### src/rtl/plic_param_if.sv
// -----------------------------------------------------------------------------
// plic_param_if
// Bus interface for the parametrised PLIC. It groups the configuration write
// port, the claim/complete handshake and the registered status outputs.
//
// Signals (direction seen from the controller, i.e. the slave modport):
//   cfg_we          in   config write strobe
//   cfg_kind        in   0 = priority, 1 = enable, 2 = threshold, 3 = ignored
//   cfg_idx         in   target source ID
//   cfg_data        in   write data; enable uses bit 0
//   claim_req       in   one-cycle claim request
//   complete_valid  in   one-cycle completion strobe
//   complete_id     in   source being completed
//   out_int_pending out  an eligible interrupt exists
//   out_int_id      out  winning source ID
//   out_claim_valid out  one-cycle claim grant pulse
//   out_claim_id    out  ID granted by the last claim
//
// Modports: master = CPU / configuration side, slave = controller.
// -----------------------------------------------------------------------------
interface plic_param_if #(
  parameter int ID_W   = 3,
  parameter int PRIO_W = 3
);
  logic              cfg_we;
  logic [1:0]        cfg_kind;
  logic [ID_W-1:0]   cfg_idx;
  logic [PRIO_W-1:0] cfg_data;
  logic              claim_req;
  logic              complete_valid;
  logic [ID_W-1:0]   complete_id;
  logic              out_int_pending;
  logic [ID_W-1:0]   out_int_id;
  logic              out_claim_valid;
  logic [ID_W-1:0]   out_claim_id;

  modport master (
    output cfg_we, cfg_kind, cfg_idx, cfg_data,
    output claim_req, complete_valid, complete_id,
    input  out_int_pending, out_int_id, out_claim_valid, out_claim_id
  );

  modport slave (
    input  cfg_we, cfg_kind, cfg_idx, cfg_data,
    input  claim_req, complete_valid, complete_id,
    output out_int_pending, out_int_id, out_claim_valid, out_claim_id
  );
endinterface

### src/rtl/plic_param.sv
// -----------------------------------------------------------------------------
// plic_param
// Parametrised platform-level interrupt controller. NUM_SRC interrupt lines
// pass through a gateway into a pending register; the highest-priority
// pending, enabled source whose priority exceeds the global threshold is
// reported to the CPU. A claim moves the winner from pending to in-service,
// a complete releases it again.
//
// Ports:
//   clk         system clock
//   rst_n       asynchronous active-low reset
//   int_signal  raw interrupt lines, synchronous to clk
//   bus         plic_param_if.slave: config port, claim/complete, outputs
//
// Optional feature (macro PLIC_EDGE_EN): sources with EDGE_MASK[i] = 1 use a
// rising-edge gateway with an edge-history flop. Without the macro every
// source is level-sensitive and EDGE_MASK has no effect.
// -----------------------------------------------------------------------------
module plic_param #(
  parameter int                 NUM_SRC   = 8,
  parameter int                 PRIO_W    = 3,
  parameter int                 ID_W      = $clog2(NUM_SRC),
  parameter logic [NUM_SRC-1:0] EDGE_MASK = {NUM_SRC{1'b0}}
) (
  input  logic               clk,
  input  logic               rst_n,
  input  logic [NUM_SRC-1:0] int_signal,
  plic_param_if.slave        bus
);

  localparam logic [1:0] KIND_PRIO   = 2'd0;
  localparam logic [1:0] KIND_ENABLE = 2'd1;
  localparam logic [1:0] KIND_THRESH = 2'd2;

  // Elaboration-time sanity check of the configuration.
  if (NUM_SRC < 2 || NUM_SRC > 32 || $bits(EDGE_MASK) != NUM_SRC) begin : g_bad_param
    $error("plic_param: NUM_SRC must be 2..32 and EDGE_MASK NUM_SRC bits wide");
  end

  logic [NUM_SRC-1:0] pending;
  logic [NUM_SRC-1:0] in_service;
  logic [NUM_SRC-1:0] enable;
  logic [PRIO_W-1:0]  prio [NUM_SRC];
  logic [PRIO_W-1:0]  threshold;

  logic [NUM_SRC-1:0] gate_set;
  logic [NUM_SRC-1:0] eligible;
  logic [NUM_SRC-1:0] claim_clr;
  logic [NUM_SRC-1:0] cpl_clr;
  logic [NUM_SRC-1:0] cfg_hit;
  logic               found;
  logic [ID_W-1:0]    win_id;
  logic [PRIO_W-1:0]  win_prio;

  // ---------------------------------------------------------------------------
  // Gateway
  // ---------------------------------------------------------------------------
`ifdef PLIC_EDGE_EN
  logic [NUM_SRC-1:0] int_prev;

  always_ff @(posedge clk or negedge rst_n) begin
    if (!rst_n) int_prev <= '0;
    else        int_prev <= int_signal;
  end

  // Edge sources pend on a rising edge even while in service, so one edge can
  // be deferred; a level held high does not re-pend them.
  assign gate_set = (int_signal & ~in_service & ~EDGE_MASK)
                  | (int_signal & ~int_prev   &  EDGE_MASK);
`else
  assign gate_set = int_signal & ~in_service;
`endif

  // ---------------------------------------------------------------------------
  // Arbiter over live state: highest priority wins, strict '>' keeps the
  // lowest ID on ties. Using live state (not the registered output) lets
  // back-to-back claims return distinct sources.
  // ---------------------------------------------------------------------------
  always_comb begin
    // NOTE: every variable gets a default before the loop so no latch is inferred.
    found    = 1'b0;
    win_id   = '0;
    win_prio = '0;
    eligible = '0;
    for (int i = 0; i < NUM_SRC; i++) begin
      eligible[i] = pending[i] & enable[i] & (prio[i] > threshold);
      if (eligible[i] && (!found || prio[i] > win_prio)) begin
        found    = 1'b1;
        win_id   = ID_W'(i);
        win_prio = prio[i];
      end
    end
  end

  // Per-source decode of claim, complete and config targets. IDs that match
  // no source (>= NUM_SRC) simply produce no hit and are ignored.
  always_comb begin
    claim_clr = '0;
    cpl_clr   = '0;
    cfg_hit   = '0;
    for (int i = 0; i < NUM_SRC; i++) begin
      claim_clr[i] = bus.claim_req & found & (win_id == ID_W'(i));
      cpl_clr[i]   = bus.complete_valid & in_service[i] & (bus.complete_id == ID_W'(i));
      cfg_hit[i]   = bus.cfg_we & (bus.cfg_idx == ID_W'(i));
    end
  end

  // ---------------------------------------------------------------------------
  // State and registered outputs
  // ---------------------------------------------------------------------------
  // NOTE: state uses non-blocking assignments so every update sees pre-edge
  // values; a claim and a config write in one cycle thus use pre-write state.
  always_ff @(posedge clk or negedge rst_n) begin
    if (!rst_n) begin
      pending             <= '0;
      in_service          <= '0;
      enable              <= '0;
      threshold           <= '0;
      // NOTE: the priority array is a small register file, not a RAM, so it
      // is reset along with everything else.
      for (int i = 0; i < NUM_SRC; i++) prio[i] <= '0;
      bus.out_int_pending <= 1'b0;
      bus.out_int_id      <= '0;
      bus.out_claim_valid <= 1'b0;
      bus.out_claim_id    <= '0;
    end else begin
      // A claim beats a same-cycle gateway set; a claim of an edge source
      // still in service keeps it in service.
      pending    <= (pending | gate_set) & ~claim_clr;
      in_service <= (in_service & ~cpl_clr) | claim_clr;

      for (int i = 0; i < NUM_SRC; i++) begin
        if (cfg_hit[i] && bus.cfg_kind == KIND_PRIO)   prio[i]   <= bus.cfg_data;
        if (cfg_hit[i] && bus.cfg_kind == KIND_ENABLE) enable[i] <= bus.cfg_data[0];
      end
      if (bus.cfg_we && bus.cfg_kind == KIND_THRESH) threshold <= bus.cfg_data;

      bus.out_int_pending <= found;
      bus.out_int_id      <= found ? win_id : '0;
      bus.out_claim_valid <= bus.claim_req;
      // A claim with no winner is spurious and reports ID 0.
      if (bus.claim_req) bus.out_claim_id <= found ? win_id : '0;
    end
  end

endmodule
### src/flat_wrapper.sv
// flat-port wrapper written by rule: the top's interface ports become plain ports
module plic_param_flat 
#(
  parameter int                 NUM_SRC   = 8,
  parameter int                 PRIO_W    = 3,
  parameter int                 ID_W      = $clog2(NUM_SRC),
  parameter logic [NUM_SRC-1:0] EDGE_MASK = {NUM_SRC{1'b0}}
)
  (clk, rst_n, int_signal, bus_cfg_we, bus_cfg_kind, bus_cfg_idx, bus_cfg_data, bus_claim_req, bus_complete_valid, bus_complete_id, bus_out_int_pending, bus_out_int_id, bus_out_claim_valid, bus_out_claim_id);
  plic_param_if #(.ID_W(ID_W), .PRIO_W(PRIO_W)) bus_i ();
  input  logic clk;
  input  logic rst_n;
  input  logic [NUM_SRC-1:0] int_signal;
  input wire logic [$bits(bus_i.cfg_we)-1:0] bus_cfg_we;
  input wire logic [$bits(bus_i.cfg_kind)-1:0] bus_cfg_kind;
  input wire logic [$bits(bus_i.cfg_idx)-1:0] bus_cfg_idx;
  input wire logic [$bits(bus_i.cfg_data)-1:0] bus_cfg_data;
  input wire logic [$bits(bus_i.claim_req)-1:0] bus_claim_req;
  input wire logic [$bits(bus_i.complete_valid)-1:0] bus_complete_valid;
  input wire logic [$bits(bus_i.complete_id)-1:0] bus_complete_id;
  output wire logic [$bits(bus_i.out_int_pending)-1:0] bus_out_int_pending;
  output wire logic [$bits(bus_i.out_int_id)-1:0] bus_out_int_id;
  output wire logic [$bits(bus_i.out_claim_valid)-1:0] bus_out_claim_valid;
  output wire logic [$bits(bus_i.out_claim_id)-1:0] bus_out_claim_id;
  assign bus_i.cfg_we = bus_cfg_we;
  assign bus_i.cfg_kind = bus_cfg_kind;
  assign bus_i.cfg_idx = bus_cfg_idx;
  assign bus_i.cfg_data = bus_cfg_data;
  assign bus_i.claim_req = bus_claim_req;
  assign bus_i.complete_valid = bus_complete_valid;
  assign bus_i.complete_id = bus_complete_id;
  assign bus_out_int_pending = bus_i.out_int_pending;
  assign bus_out_int_id = bus_i.out_int_id;
  assign bus_out_claim_valid = bus_i.out_claim_valid;
  assign bus_out_claim_id = bus_i.out_claim_id;
  plic_param #(.NUM_SRC(NUM_SRC), .PRIO_W(PRIO_W), .ID_W(ID_W), .EDGE_MASK(EDGE_MASK)) u_core (.clk(clk), .rst_n(rst_n), .int_signal(int_signal), .bus(bus_i));
endmodule
### config.mk
export PLATFORM = sky130hd
export DESIGN_NAME = plic_param_flat
export DESIGN_NICKNAME = d
export VERILOG_FILES = /design/src/rtl/plic_param_if.sv /design/src/rtl/plic_param.sv /design/src/flat_wrapper.sv
export SDC_FILE = /design/constraint.sdc
export NUM_CORES = 1
export LEC_CHECK = 0
export BUFFER_PORTS_ARGS = -buffer_cell sky130_fd_sc_hd__buf_2
export CAP_MARGIN = 20
export CORE_MARGIN = 4
export CORE_UTILIZATION = 60
export DETAILED_ROUTE_END_ITERATION = 6
export PLACE_DENSITY_LB_ADDON = 0.25
export SLEW_MARGIN = 20
export SYNTH_ARGS = -nofsm -noshare
export SYNTH_HDL_FRONTEND = slang
export SYNTH_SLANG_ARGS = --single-unit
### constraint.sdc
create_clock -name clk -period 14.4 [get_ports clk]
set_input_delay 2.88 -clock clk [delete_from_list [all_inputs] [get_ports clk]]
set_output_delay 2.88 -clock clk [all_outputs]
set_load 0.05 [all_outputs]
==> metrics.txt, run 1 <==
routed wire length 9590 um; Total Neg Setup Slack 0 ns; ys flop type dfrtp_1; final period demand of the worst path 11.72 ns; Rows 29; P_sw 0.315 mW; DRT iter0 DRCs 206; GPL Wtd Cong 0.966; Layout area overhead 11.1%; Mapped Nets 454; Yosys top cell by area dfrtp_1; Initial Utilization 62.2%; power share of the clock group 21.9%; status complete, no violations; crit path DAT 11.95 ns; worst min-delay path category flop to flop; Die W 89.4 um; Power Internal 0.454 mW; TritonCTS Sinks 59; hold_buf cts 0; combinational share of power 46.2%; post-synthesis sequential area ratio 37.1%; post-synth top area share 37.1%; Worst-Margin Slew 0.965 ns; Slew Limit Fails 0; switching share of total power 41.0%; vias in the first global route 3298; Layout Utilization 69.2%; Avg WL per Cell 19.1 um; post-cts sizing count 0; cts bufs inserted 9; largest net degree at the start of global routing 60; first-pass GRT wire length 15800 um; Post-Syn Area 0.00398 mm^2; Clock Tree Root clkbuf_8; gr usage total 26.4%; maximum clock rate 0.0853 GHz; CTS tree built; Final HPWL DP 7400 um; CP max stage delay 0.54 ns; most frequent cells after synthesis dfrtp_1, ha_1, mux2_2; library cells used by synthesis 56; setup bufs post-CTS 0; FFs w/ async S/R, synth 100%; IO Port Bufs 31; DIE AREA 0.00799 mm^2; DRC 0; number of flops mapped to enable cells by yosys 0; Power, Total 0.770 mW; worst-path maximum fanout 8; final hold violation count 0; detailed-router iteration count before antenna repair 5; slowest CP cell o31ai_1; leakage 1.99 nW; Die H 89.4 um; initial antenna violation count 0; most used cell, CP ha_1; # nets final 488; Ys Warns 0; Tcrit/Tclk final 81.4%; Final setup violation count 0; RSZ-0062 raised after global routing no; crit start category flop; Clock H-tree levels 3; Clock Skews 0.00993 ns; post-synthesis register bit count 59; via count 3294; synth top area cells dfrtp_1, ha_1, mux2_2; clock-pin slew on the worst setup and hold paths 0.07 ns; Ant. Diodes 0; Critical Path End Type flop; Core ar. 0.00639 mm^2; clk_lat worst skew 0.34 ns; Worst Path Required 14.63 ns; Mean Syn Cell Area 10.3 um^2; Cells after Synth 385; Clock Tree Buf Depth 2; Placed Area 0.00420 mm^2; count leader, synth dfrtp_1; Rel. slew slack 35.4%; maximum VDD drop 0.117 mV; # IOs 32; global route overflow 0; Via density 6.57; Cell Pwr Density 174 mW/mm^2; Max Cap Viol 0; layout cells sized above 1 21.7%; Setup Crit Path Kind flop to flop; Final ANT Viol Nets 0; final instance area 0.00442 mm^2; Flop pwr share 31.9%
-- stage by stage --
stage	std cells	hold WS (ns)	setup slack [ns]
6_report	501	0.494	2.68
4_1_cts	501	0.497	2.79
2_1_floorplan	385	0.461	4.32
3_3_place_gp	485	0.476	3.25
3_5_place_dp	485	0.482	2.84
5_1_grt	501	0.509	1.70
-- path summary, 6_finish.rpt --
kind / cells after the start / slack (ns) / start / to
max reg2reg: 52 / 2.68 / u_core.threshold[1]$_DFFE_PN0P_ / u_core.pending[1]$_DFF_PN0_
min reg2reg: 1 / 0.49 / u_core.in_service[3]$_DFF_PN0_ / u_core.in_service[3]$_DFF_PN0_
min in group asynchronous: 2 / 2.67 / rst_n / u_core.bus.out_claim_valid$_DFF_PN0_
max: 52 / 2.68 / u_core.threshold[1]$_DFFE_PN0P_ / u_core.pending[1]$_DFF_PN0_
min: 1 / 0.49 / u_core.in_service[3]$_DFF_PN0_ / u_core.in_service[3]$_DFF_PN0_
max in group asynchronous: 2 / 11.23 / rst_n / u_core.prio[6]$_DFFE_PN0P_
-- power by group through the flow --
stage | logic [mW] | clock network, mW | registers (mW)
6_report | 0.355 | 0.169 | 0.245
5_1_grt | 0.397 | 0.180 | 0.249
4_1_cts | 0.354 | 0.171 | 0.245
3_5_place_dp | 0.352 | 0 | 0.247
3_3_place_gp | 0.335 | 0 | 0.245
2_1_floorplan | 0.244 | 0 | 0.264
-- final cells by class --
cell class / count / area [um^2]
multi-input cells: 295 / 2380
fillers: 525 / 1970
flip-flops and latches: 59 / 1480
repair buffers: 32 / 163
clock buffers: 12 / 145
well taps: 77 / 96.3
inverters: 22 / 82.6
clock inverters: 4 / 73.8
-- cell usage in the layout, fill, tap and decap left out, types with 5 or more instances in the layout --
cell type	netlist	routed
dfrtp_1	59	59
and3_1	5	5
o21a_1	6	6
nor2b_1	21	21
a31oi_1	13	13
nand2_1	22	22
o31ai_1	8	8
buf_2	1	31
nand3_1	15	15
o211ai_1	5	5
a32oi_1	7	7
o21ai_0	20	20
ha_1	45	45
inv_1	22	22
o311a_1	7	7
a21oi_1	10	10
mux2_2	35	35
clkbuf_8	0	10
and2_1	5	5
nor2_1	14	14
-- registers in the layout, indices dropped and copies added, names as in the netlist --
| register | flops |
|---|---|
| u_core.bus.out_int_pending | 1 |
| u_core.pending | 8 |
| u_core.enable | 8 |
| u_core.prio | 24 |
| u_core.in_service | 8 |
| u_core.bus.out_claim_valid | 1 |
| u_core.bus.out_int_id | 3 |
| u_core.bus.out_claim_id | 3 |
| u_core.threshold | 3 |
-- cell families (layout without fill, tap and decap cells) --
logic type / count (synthesis) / after routing / share of synthesized area (%)
simple gates: 107 / 107 / 14.8
compound gates: 108 / 108 / 21.0
buf+inv: 31 / 70 / 2.96
fa+ha+maj: 45 / 45 / 14.2
mux: 35 / 35 / 9.92
flops: 59 / 59 / 37.1
-- worst max-delay path, delay by kind of cell (launching register included) --
kind | cells | cell delay [ns]
compound gates | 29 | 6.41
fa+ha+maj | 8 | 2.39
simple gates | 14 | 2.16
flops | 1 | 0.38
buf+inv | 1 | 0.28
-- per-layer routing --
layer	vias to the layer above	wire [um]	share of wire (%)	GRT usage [%]
met2	97	4630	48	42.7
met3	26	471	4.9	4.88
li1	1542	-	-	-
met5	-	0	0	0
met4	0	283	3.0	12.4
met1	1629	4200	44	34.2
No activity file was read; power rests on OpenSTA's default activity.
==> run 2: changes to the inputs <==
==> constraint.sdc (replaced) <==
create_clock -name clk -period 11.03 [get_ports clk]
set_input_delay 2.206 -clock clk [delete_from_list [all_inputs] [get_ports clk]]
set_output_delay 2.206 -clock clk [all_outputs]
set_load 0.05 [all_outputs]
==> run 2 against run 1 <==
  * Total power grew 44%
  * Via count is 5.2% higher
  * Clock skew grew 0.0024 ns
  * Clock power up 34%
  * Wire length grew 12%
  * Core utilization is 4.8 points higher
  * Highest routed layer unchanged
==> metrics.txt, run 2 (synthesis results as in run 1) <==
register bank with the most flops u_core.prio; Initial Utilization 62.2%; Via density 6.59; dpl cells 492; Multi-input gate area 0.00249 mm^2; via count 3465; most frequent cells in the layout dfrtp_1, ha_1, mux2_2, buf_2, buf_4; CTS tree built; hold_sp u_core.in_service[7]$_DFF_PN0_; CP max stage delay 0.57 ns; Avg WL per Cell 20.5 um; Clock Skews 0.0123 ns; Critical Path End Type flop; # IOs 32; worst-path maximum fanout 8; crit start category flop; Layout area overhead 18.8%; Final HPWL DP 7700 um; power share of the clock group 20.5%; most common cell after layout, fill and taps aside dfrtp_1; Rel. slew slack 25.5%; final hold violation count 0; Max Cap Viol 0; Die W 89.4 um; TritonCTS Sinks 59; leakage 2.13 nW; Post-Layout Cell Count 526; Rows 29; Clock H-tree levels 3; maximum VDD drop 0.190 mV; Slew Limit Fails 0; Clock Tree Buf Depth 2; Die H 89.4 um; Final setup violation count 0; fillers 443; worst r2r dst u_core.pending[0]$_DFF_PN0_; first-pass GRT wire length 16900 um; register cell area after layout 0.00148 mm^2; cell depth of the worst hold path 1; gr usage total 28.4%; detailed-router iteration count before antenna repair 5; final instance area 0.00472 mm^2; most used cell, CP ha_1; Critical R2R Launch u_core.threshold[1]$_DFFE_PN0P_; P_sw 0.471 mW; largest net degree at the start of global routing 60; switching share of total power 42.4%; clock-pin slew on the worst setup and hold paths 0.08 ns; crit path DAT 10.81 ns; # nets final 513; Tcrit/Tclk final 95.8%; global route overflow 0; Power, Total 1.11 mW; initial antenna violation count 0; layout cells sized above 1 30.3%; Min Hold Slack 0.501 ns; status complete, no violations; hold path endpoint u_core.in_service[7]$_DFF_PN0_; maximum clock rate 0.0946 GHz; routed wire length 10800 um; IO Port Bufs 31; vias in the first global route 3444; slowest CP cell or4_4; Total Neg Setup Slack 0 ns; r2r setup slk 0.46 ns; Worst-Margin Slew 1.11 ns; DIE AREA 0.00799 mm^2; DRC 0; max reg flops 24; Worst Path Required 11.27 ns; Core ar. 0.00639 mm^2; final period demand of the worst path 10.57 ns; clk_lat worst skew 0.35 ns; Reg2Reg Depth 57; Clock Tree Root clkbuf_8; Ant. Diodes 0; Flop pwr share 28.9%; Setup Crit Path Kind flop to flop; Power Internal 0.639 mW; DRT iter0 DRCs 203; worst min-delay path category flop to flop; GPL Wtd Cong 0.974; Cell Pwr Density 235 mW/mm^2; Placed Area 0.00425 mm^2; combinational share of power 50.6%; hold_buf cts 0; cts bufs inserted 9; Final ANT Viol Nets 0
## run 2: cell count changes in the layout (fill, tap and decap cells not counted), moves of 2 or more
cell	previous run	this run
a32oi_2	0	2
inv_6	0	2
a32oi_1	7	5
o21ai_1	3	7
o21ai_0	20	12
o31ai_1	8	6
clkbuf_1	2	0
buf_4	1	26
o21ai_2	0	3
## run 2: power by group through the flow
stage | combinational (mW) | clock [mW] | sequential, mW
6_report | 0.562 | 0.227 | 0.321
2_1_floorplan | 0.319 | 0 | 0.345
4_1_cts | 0.478 | 0.229 | 0.318
3_3_place_gp | 0.450 | 0 | 0.319
5_1_grt | 0.616 | 0.241 | 0.326
3_5_place_dp | 0.473 | 0 | 0.322
## run 2: worst max-delay path: cells and delay by family (launching register included)
family / cells / cell delay, ns
AO/OA/AOI/OAI: 30 / 5.18
buffers and inverters: 1 / 0.09
flip-flops: 1 / 0.40
adder cells (fa/ha/maj): 8 / 2.21
AND/OR/NAND/NOR: 18 / 2.54
## run 2: repair_timing
action	in CTS	in global routing
buffers inserted	0	18
setup endpoints to repair	0	22
gates resized for setup	0	30
## run 2: metal layers
layer	vias to the layer above	share of wire (%)	global-route usage (%)
met4	0	3.4	10.8
met2	120	49	47.8
met1	1710	42	34.6
met5	-	0	0
li1	1593	-	-
met3	42	5.4	7.93
## run 2: layout make-up
class	instances	area share, %
multi-input combinational	295	52.8
sequential	59	31.3
timing repair buffer	57	7.42
clock buffer	9	2.62
clock inverter	7	2.09
tap	77	2.04
inverter	22	1.75
## run 2: how the worst max path moves through the flow
stage / start / to
6_report: u_core.threshold[1]$_DFFE_PN0P_ / u_core.pending[0]$_DFF_PN0_
5_1_grt: u_core.prio[21]$_DFFE_PN0P_ / u_core.pending[0]$_DFF_PN0_
4_1_cts: u_core.threshold[1]$_DFFE_PN0P_ / u_core.pending[1]$_DFF_PN0_
3_5_place_dp: u_core.threshold[1]$_DFFE_PN0P_ / u_core.pending[1]$_DFF_PN0_
3_3_place_gp: u_core.threshold[1]$_DFFE_PN0P_ / u_core.pending[0]$_DFF_PN0_
2_1_floorplan: u_core.threshold[1]$_DFFE_PN0P_ / u_core.pending[1]$_DFF_PN0_
## run 2: metrics by stage
stage	setup WS [ns]	utilization, %
final	0.461	73.9
after global routing	-0.260	73.9
after CTS	0.0380	70.1
after detailed placement	0.136	66.6
after global placement	0.568	66.6
after floorplan	0.953	-
